[src/rtl/res_seq.sv]
// Reset sequencer: synchronises an external active-low reset request, holds for a
// clean-input window, then releases N_CH reset channels one after another.
module res_seq #(
  parameter int SYNC_STAGES = 8,
  parameter int N_CH        = 4,
  parameter int HOLD_CYC    = 16,
  parameter int STAGGER_CYC = 4
) (
  input  logic            clk,
  input  logic            res,
  input  logic            res_n_in,
  input  logic            sw_res_req,
  output logic [N_CH-1:0] res_n_out,
  output logic            seq_done,
  output logic [1:0]      res_cause
);

  typedef enum logic [1:0] {ASSERT, HOLD, RELEASE, RUN} state_t;

  localparam logic [15:0]     HOLD_LAST   = 16'(HOLD_CYC - 1);
  localparam logic [15:0]     STAG_LAST   = 16'(STAGGER_CYC - 1);
  localparam logic [4:0]      LAST_IDX    = 5'(N_CH - 1);
  localparam logic [N_CH-1:0] ONE         = N_CH'(1);
  localparam logic [N_CH-1:0] ALL_ONES    = '1;
  // With no stagger, or a single channel, the first release is also the last one.
  localparam bit              ALL_AT_ONCE = (STAGGER_CYC == 0) || (N_CH == 1);

  localparam logic [1:0] CAUSE_RES = 2'b00;
  localparam logic [1:0] CAUSE_EXT = 2'b01;
  localparam logic [1:0] CAUSE_SW  = 2'b10;

  logic [SYNC_STAGES-1:0] chain;
  logic                   ext_ok;
  state_t                 state;
  logic [15:0]            cnt;
  logic [4:0]             idx;

  assign ext_ok = &chain;

  always_ff @(posedge clk) begin
    if (res) chain <= '0;
    else     chain <= {chain[SYNC_STAGES-2:0], res_n_in};
  end

  always_ff @(posedge clk) begin
    if (res) begin
      state     <= ASSERT;
      cnt       <= '0;
      idx       <= '0;
      res_n_out <= '0;
      seq_done  <= 1'b0;
      res_cause <= CAUSE_RES;
    end else begin
      case (state)
        ASSERT: begin
          res_n_out <= '0;
          seq_done  <= 1'b0;
          if (ext_ok) begin
            state <= HOLD;
            cnt   <= '0;
          end
        end
        HOLD: begin
          if (!ext_ok) begin
            state     <= ASSERT;
            cnt       <= '0;
            res_cause <= CAUSE_EXT;
          end else if (sw_res_req) begin
            cnt       <= '0;
            res_cause <= CAUSE_SW;
          end else if (cnt == HOLD_LAST) begin
            cnt <= '0;
            if (ALL_AT_ONCE) begin
              res_n_out <= ALL_ONES;
              seq_done  <= 1'b1;
              idx       <= LAST_IDX;
              state     <= RUN;
            end else begin
              res_n_out <= ONE;
              idx       <= 5'd1;
              state     <= RELEASE;
            end
          end else begin
            cnt <= cnt + 16'd1;
          end
        end
        RELEASE, RUN: begin
          // External loss wins over a simultaneous software request.
          if (!ext_ok || sw_res_req) begin
            state     <= ASSERT;
            cnt       <= '0;
            idx       <= '0;
            res_n_out <= '0;
            seq_done  <= 1'b0;
            res_cause <= ext_ok ? CAUSE_SW : CAUSE_EXT;
          end else if (state == RELEASE) begin
            if (cnt == STAG_LAST) begin
              res_n_out <= res_n_out | (ONE << idx);
              cnt       <= '0;
              idx       <= idx + 5'd1;
              if (idx == LAST_IDX) begin
                state    <= RUN;
                seq_done <= 1'b1;
              end
            end else begin
              cnt <= cnt + 16'd1;
            end
          end
        end
        default: state <= ASSERT;
      endcase
    end
  end

endmodule

[config.mk]
export PLATFORM = sky130hd
export DESIGN_NAME = res_seq
export DESIGN_NICKNAME = d
export VERILOG_FILES = /design/src/rtl/res_seq.sv
export SDC_FILE = /design/constraint.sdc
export NUM_CORES = 1
export LEC_CHECK = 0
export CAP_MARGIN = 5
export CORE_ASPECT_RATIO = 0.8
export CORE_MARGIN = 2
export CORE_UTILIZATION = 50
export CTS_CLUSTER_SIZE = 14
export DETAILED_ROUTE_END_ITERATION = 7
export DONT_BUFFER_PORTS = 1
export PLACE_DENSITY_LB_ADDON = 0.1
export SLEW_MARGIN = 25
export SYNTH_ARGS = -nofsm -noshare
export SYNTH_HDL_FRONTEND = slang
export SYNTH_SLANG_ARGS = --single-unit
[constraint.sdc]
create_clock -name clk -period 2.45 [get_ports clk]
set_input_delay 0.49 -clock clk [delete_from_list [all_inputs] [get_ports clk]]
set_output_delay 0.49 -clock clk [all_outputs]
set_load 0.02 [all_outputs]
## Yosys cells after proc, flatten, opt, wreduce, memory -nomap -nowiden

Cells that the tools add are included.

| operators by class | value |
|---|---|
| $add $sub $neg | 2 |
| reduce and logical (&&, ||, !) cells | 13 |
| eq/ne operators | 17 |
| mux-type cells | 41 |
| shift operators | 1 |
| bitwise gates (word level) | 1 |

Operators by type and width:

| operator | count |
|---|---|
| $mux W16 | 7 |
| $pmux W16 S3 | 1 |
| $mux W5 | 6 |
| $mux W2 | 12 |
| $mux W4 | 6 |
| $ne A3 B3 Y1 const B | 6 |
| $add A16 B1 Y16 const B | 1 |
| $eq A16 B2 Y1 const B | 1 |
| $eq A16 B4 Y1 const B | 1 |
| $pmux W4 S3 | 1 |
| $reduce_and A6 Y1 | 2 |
| $ne A2 B2 Y1 const B | 5 |
| $pmux W5 S2 | 1 |
| $reduce_and A8 Y1 | 1 |
| $pmux W2 S3 | 1 |
| $add A5 B1 Y5 const B | 1 |
| $eq A5 B2 Y1 const B | 1 |
| $reduce_and A5 Y1 | 1 |
| $shl A1 B5 Y4 const A | 1 |
| $eq A2 B2 Y1 const B | 2 |
| $mux W1 | 4 |
| $or A4 B4 Y4 | 1 |
| $pmux W2 S2 | 1 |
| $reduce_and A4 Y1 | 1 |
| 9 further kinds | 10 |

| word-level totals | value |
|---|---|
| logic and storage cells | 82 |
| bits of input ports | 4 |
| register bits after elaboration | 38 |

## Longest topological paths before layout

| logic depth | value |
|---|---|
| depth in word-level cells | 6 |
| mapped depth | 7 |
| mapped depth without buffers | 6 |

## Worst setup path before layout

Ideal clock, no wire load.

| path | value |
|---|---|
| kind | input port to flip-flop |
| start | input port sw_res_req |
| end | register cnt[9] |
| setup slack | 0.757 ns |
| library setup time | 0.064 ns |
| cell stages on the path | 7 |
| arrival | 1.629 ns |
| cell sequence | nor2b_1 > and4_1 > buf_4 > nor2_2 > a311o_1 > buf_6 > nor2_1 |

| on the way | value |
|---|---|
| longest elaborated chain between the ends | 3 |
| elaborated cells on any way between the ends | 7 |
| classes of those cells | 1 x eq/ne; 4 x mux; 2 x reduce/logical |

RTL lines:

| what | RTL line | RTL |
|---|---|---|
| start, declared | 12 | `input logic sw_res_req,` |
| $mux W16 or $logic_or A1 B1 Y1 (tied branches) | 68, 89 |  |
| $mux W16 (tied with other cells) | 64 | `if (!ext_ok) begin` |
| $pmux W16 S3 or $reduce_and A2 Y1 (tied branches) | n/a |  |
| end signal, assigned | 84 | `cnt <= cnt + 16'd1;` |
| end signal, assigned | 106 | `cnt <= cnt + 16'd1;` |
| end, declared | 35 | `logic [15:0] cnt;` |

Several ways; a longest one is shown, not always the timed one.
A chain may end at the register's enable or synchronous reset.

## Worst setup path in the final report

| path | value |
|---|---|
| start | register state[1] |
| end | register cnt[2] |

| on the way | value |
|---|---|
| longest elaborated chain between the ends | 4 |
| elaborated cells on any way between the ends | 9 |
| classes of those cells | 5 x eq/ne; 1 x mux; 3 x reduce/logical |

RTL lines:

| what | RTL line | RTL |
|---|---|---|
| start, declared | 34 | `state_t state;` |
| start signal, assigned | 47 | `state <= ASSERT;` |
| start signal, assigned | 59 | `state <= HOLD;` |
| start signal, assigned | 65 | `state <= ASSERT;` |
| $eq A2 B2 Y1, on equally long branches | 54, 96 |  |
| $reduce_or A2 Y1 | 54 | `case (state)` |
| $ne A3 B3 Y1 (no line) | n/a |  |
| $reduce_and A2 Y1 (no line) | n/a |  |

Several ways; a longest one is shown, not always the timed one.

==> impl_metrics.tcl <==
set metrics [dict create \
    drt-wirelength-per-cell_um 15.1 \
    placementRows 19 \
    netlist_instances 219 \
    r2r_start "state[1]$_SDFFE_PP0P_" \
    hp-class "in2reg" \
    yosysSeqAreaShare 0.406 \
    rsz0062_at_grt "false" \
    tightest_slew_ns 0.579 \
    dp_hpwl_mm 2.85 \
    endpoint "cnt[2]$_SDFFE_PP0P_" \
    hold_ws_ns 0.261 \
    endpoint_kind "flop" \
    vias 1627 \
    grt_pass1_wl_mm 6.78 \
    cap_violations 0 \
    status "finished, final reports clean" \
    antenna_found_initial 0 \
    start_util 0.533 \
    required_ns 2.67 \
    setup_tns_ns 0 \
    layout-drive-gt1-share 0.0734 \
    slowest_stage "a311o_1" \
    layout_commonest_cell "dfxtp_1" \
    vias_per_cell 6.26 \
    clk_pin_slew_ns 0.08 \
    crit_chain "or2_1 -> a21oi_4 -> nor2_2 -> a311o_1 -> nor2_1" \
    ys_async_sr_fraction 0 \
    cp_data_arrival_time_ns 2.39 \
    drtPass1Iterations 4 \
    final_cell_mix "dfxtp_1 (38), nor2_1 (24), xnor2_1 (14)" \
    p_leak_uw 0.000610 \
    whs_path_depth 1 \
    grt_usage 0.207 \
    rr_endpoint "cnt[2]$_SDFFE_PP0P_" \
    ios 11 \
    io_buffer_count 0 \
    post_cts_buffers 0 \
    r2r_setup_slack_ns 0.28 \
    ant_nets 0 \
    die_w_um 72.5 \
    core_area_sq_um 3520 \
    power.density_nw_per_um2 544 \
    synth_area_sq_um 1880 \
    gp_congestion 0.854 \
    grt.overflow.total 0 \
    cts_sinks 38 \
    ys_seq_elements 38 \
    p_total_uw 1080 \
    grt_max_degree 23 \
    relSlewSlack 0.614 \
    area_growth_pct 5.67 \
    yosys_warnings 0 \
    cp_slowest_stage_delay_ns 0.58 \
    period_share 0.887 \
    die-area_sq_um 4260 \
    hold_start "res" \
    post-route-util 0.563 \
    nNetsFinal 223 \
    fill_cells 325 \
    period_minus_slack_ns 2.17 \
    die_y_um 58.8 \
    clock.fmax_mhz 460 \
    wirelength_mm 3.93 \
    drcViolationCount 0 \
    clkLatencyLatePin_ns 0.29 \
    path_max_fanout 17 \
    numCtsBuffers 5 \
    synth-main-ff-cell "dfxtp_1" \
    path_class "reg2reg" \
    grt_pass1_vias 1425 \
    drtIter0Drc 148 \
    cts_root_buf "clkbuf_8" \
    synth-edff-count 0 \
    synth.distinct_cells 44 \
    crit_path_start "state[1]$_SDFFE_PP0P_" \
    worstSetupStartpointType "flop" \
    htree_num_levels 2 \
    vdd_ir_drop_max_mv 0.392 \
    syn_avg_cell_area_sq_um 8.56 \
    ctsHoldBuffers 0 \
    worst-r2r-cell-count 5 \
    skew_ns 0.00696 \
    synth_nets 225 \
    cts_resized 0 \
    tritoncts "done" \
    drv_slew 0 \
    finalHoldViolations 0 \
    cts_buffer_depth 2 \
    setup_viol 0 \
    n_antenna_cell 0 \
]
-- layer usage --
| layer | vias to the layer above | GRT usage | part of all wire |
|---|---|---|---|
| met3 | 2 | 0.0616 | 0.059 |
| met5 | - | 0 | 0 |
| met2 | 47 | 0.299 | 0.43 |
| met1 | 776 | 0.297 | 0.50 |
| met4 | 0 | 0.0688 | 0.0059 |
| li1 | 802 | - | - |
-- worst min-delay path by stage --
stage | endpoint | slack (ns)
global placement | chain[5]$_SDFF_PP0_ | 0.46
floorplan | idx[4]$_SDFFE_PP0P_ | 0.45
detailed placement | chain[1]$_SDFF_PP0_ | 0.47
global route | chain[4]$_SDFF_PP0_ | 0.25
CTS | res_cause[1]$_SDFFE_PP0P_ | 0.25
finish | cnt[14]$_SDFFE_PP0P_ | 0.26
-- worst max-delay path, delay by kind of cell (launching register included) --
kind | cells | cell delay (ns)
and+or+nand+nor | 3 | 0.66
DFF | 1 | 0.43
AOI/OAI and AO/OA | 2 | 1.00
-- layout make-up --
cell class / instances / area, sq um / share of cell area
clock buffer: 6 / 82.6 / 0.0417
clock inverter: 2 / 12.5 / 0.00631
inverter: 5 / 18.8 / 0.00947
multi-input combinational: 165 / 1040 / 0.525
sequential: 38 / 761 / 0.384
tap: 42 / 52.6 / 0.0265
timing repair buffer: 2 / 15.0 / 0.00758
-- synthesized netlist by cell type (all sizes together), types with 3 or more instances --
| cell | number | area (sq um) |
|---|---|---|
| a211oi | 3 | 22.5 |
| a21oi | 12 | 71.3 |
| and4 | 6 | 52.6 |
| buf | 5 | 33.8 |
| clkbuf | 6 | 22.5 |
| dfxtp | 38 | 761 |
| inv | 5 | 18.8 |
| nand2 | 13 | 48.8 |
| nand3 | 7 | 35.0 |
| nand4 | 9 | 56.3 |
| nor2 | 25 | 96.4 |
| nor2b | 12 | 75.1 |
| nor3 | 9 | 50.1 |
| nor3b | 3 | 22.5 |
| nor4 | 11 | 87.6 |
| nor4b | 3 | 26.3 |
| o211ai | 3 | 22.5 |
| o21a | 3 | 22.5 |
| o21ai | 9 | 45.0 |
| xnor2 | 14 | 123 |
-- cell families (layout without fill, tap and decap cells) --
| kind of cell | Yosys count | count (layout) | share of synthesized area |
|---|---|---|---|
| AOI/OAI and AO/OA | 43 | 43 | 0.153 |
| xor gates and xnor gates | 14 | 14 | 0.0654 |
| adders and majority gates | 2 | 2 | 0.0133 |
| buffers and inverters | 16 | 15 | 0.0400 |
| DFF | 38 | 38 | 0.406 |
| and+or+nand+nor | 106 | 106 | 0.322 |
-- through the flow --
stage | area (sq um) | setup WS [ns] | instances
2_1_floorplan | 1880 | 0.757 | 219
3_3_place_gp | 1890 | 0.410 | 252
3_5_place_dp | 1890 | 0.319 | 252
4_1_cts | 1980 | 0.298 | 260
5_1_grt | 1980 | 0.139 | 260
6_report | 1980 | 0.278 | 260
-- where the power goes --
group          internal [uW]  switching [uW]  total [uW]
clock                    226             221         447
sequential               620            1.56         621
combinational           3.48            5.19        8.68
total                    849             228        1080
-- registers in the layout (all words and copies together), names as in the netlist --
name / flops
idx: 5
res_n_out: 4
chain: 8
seq_done: 1
state: 2
res_cause: 2
cnt: 16
Note: power is estimated with default switching activity, not from simulation.
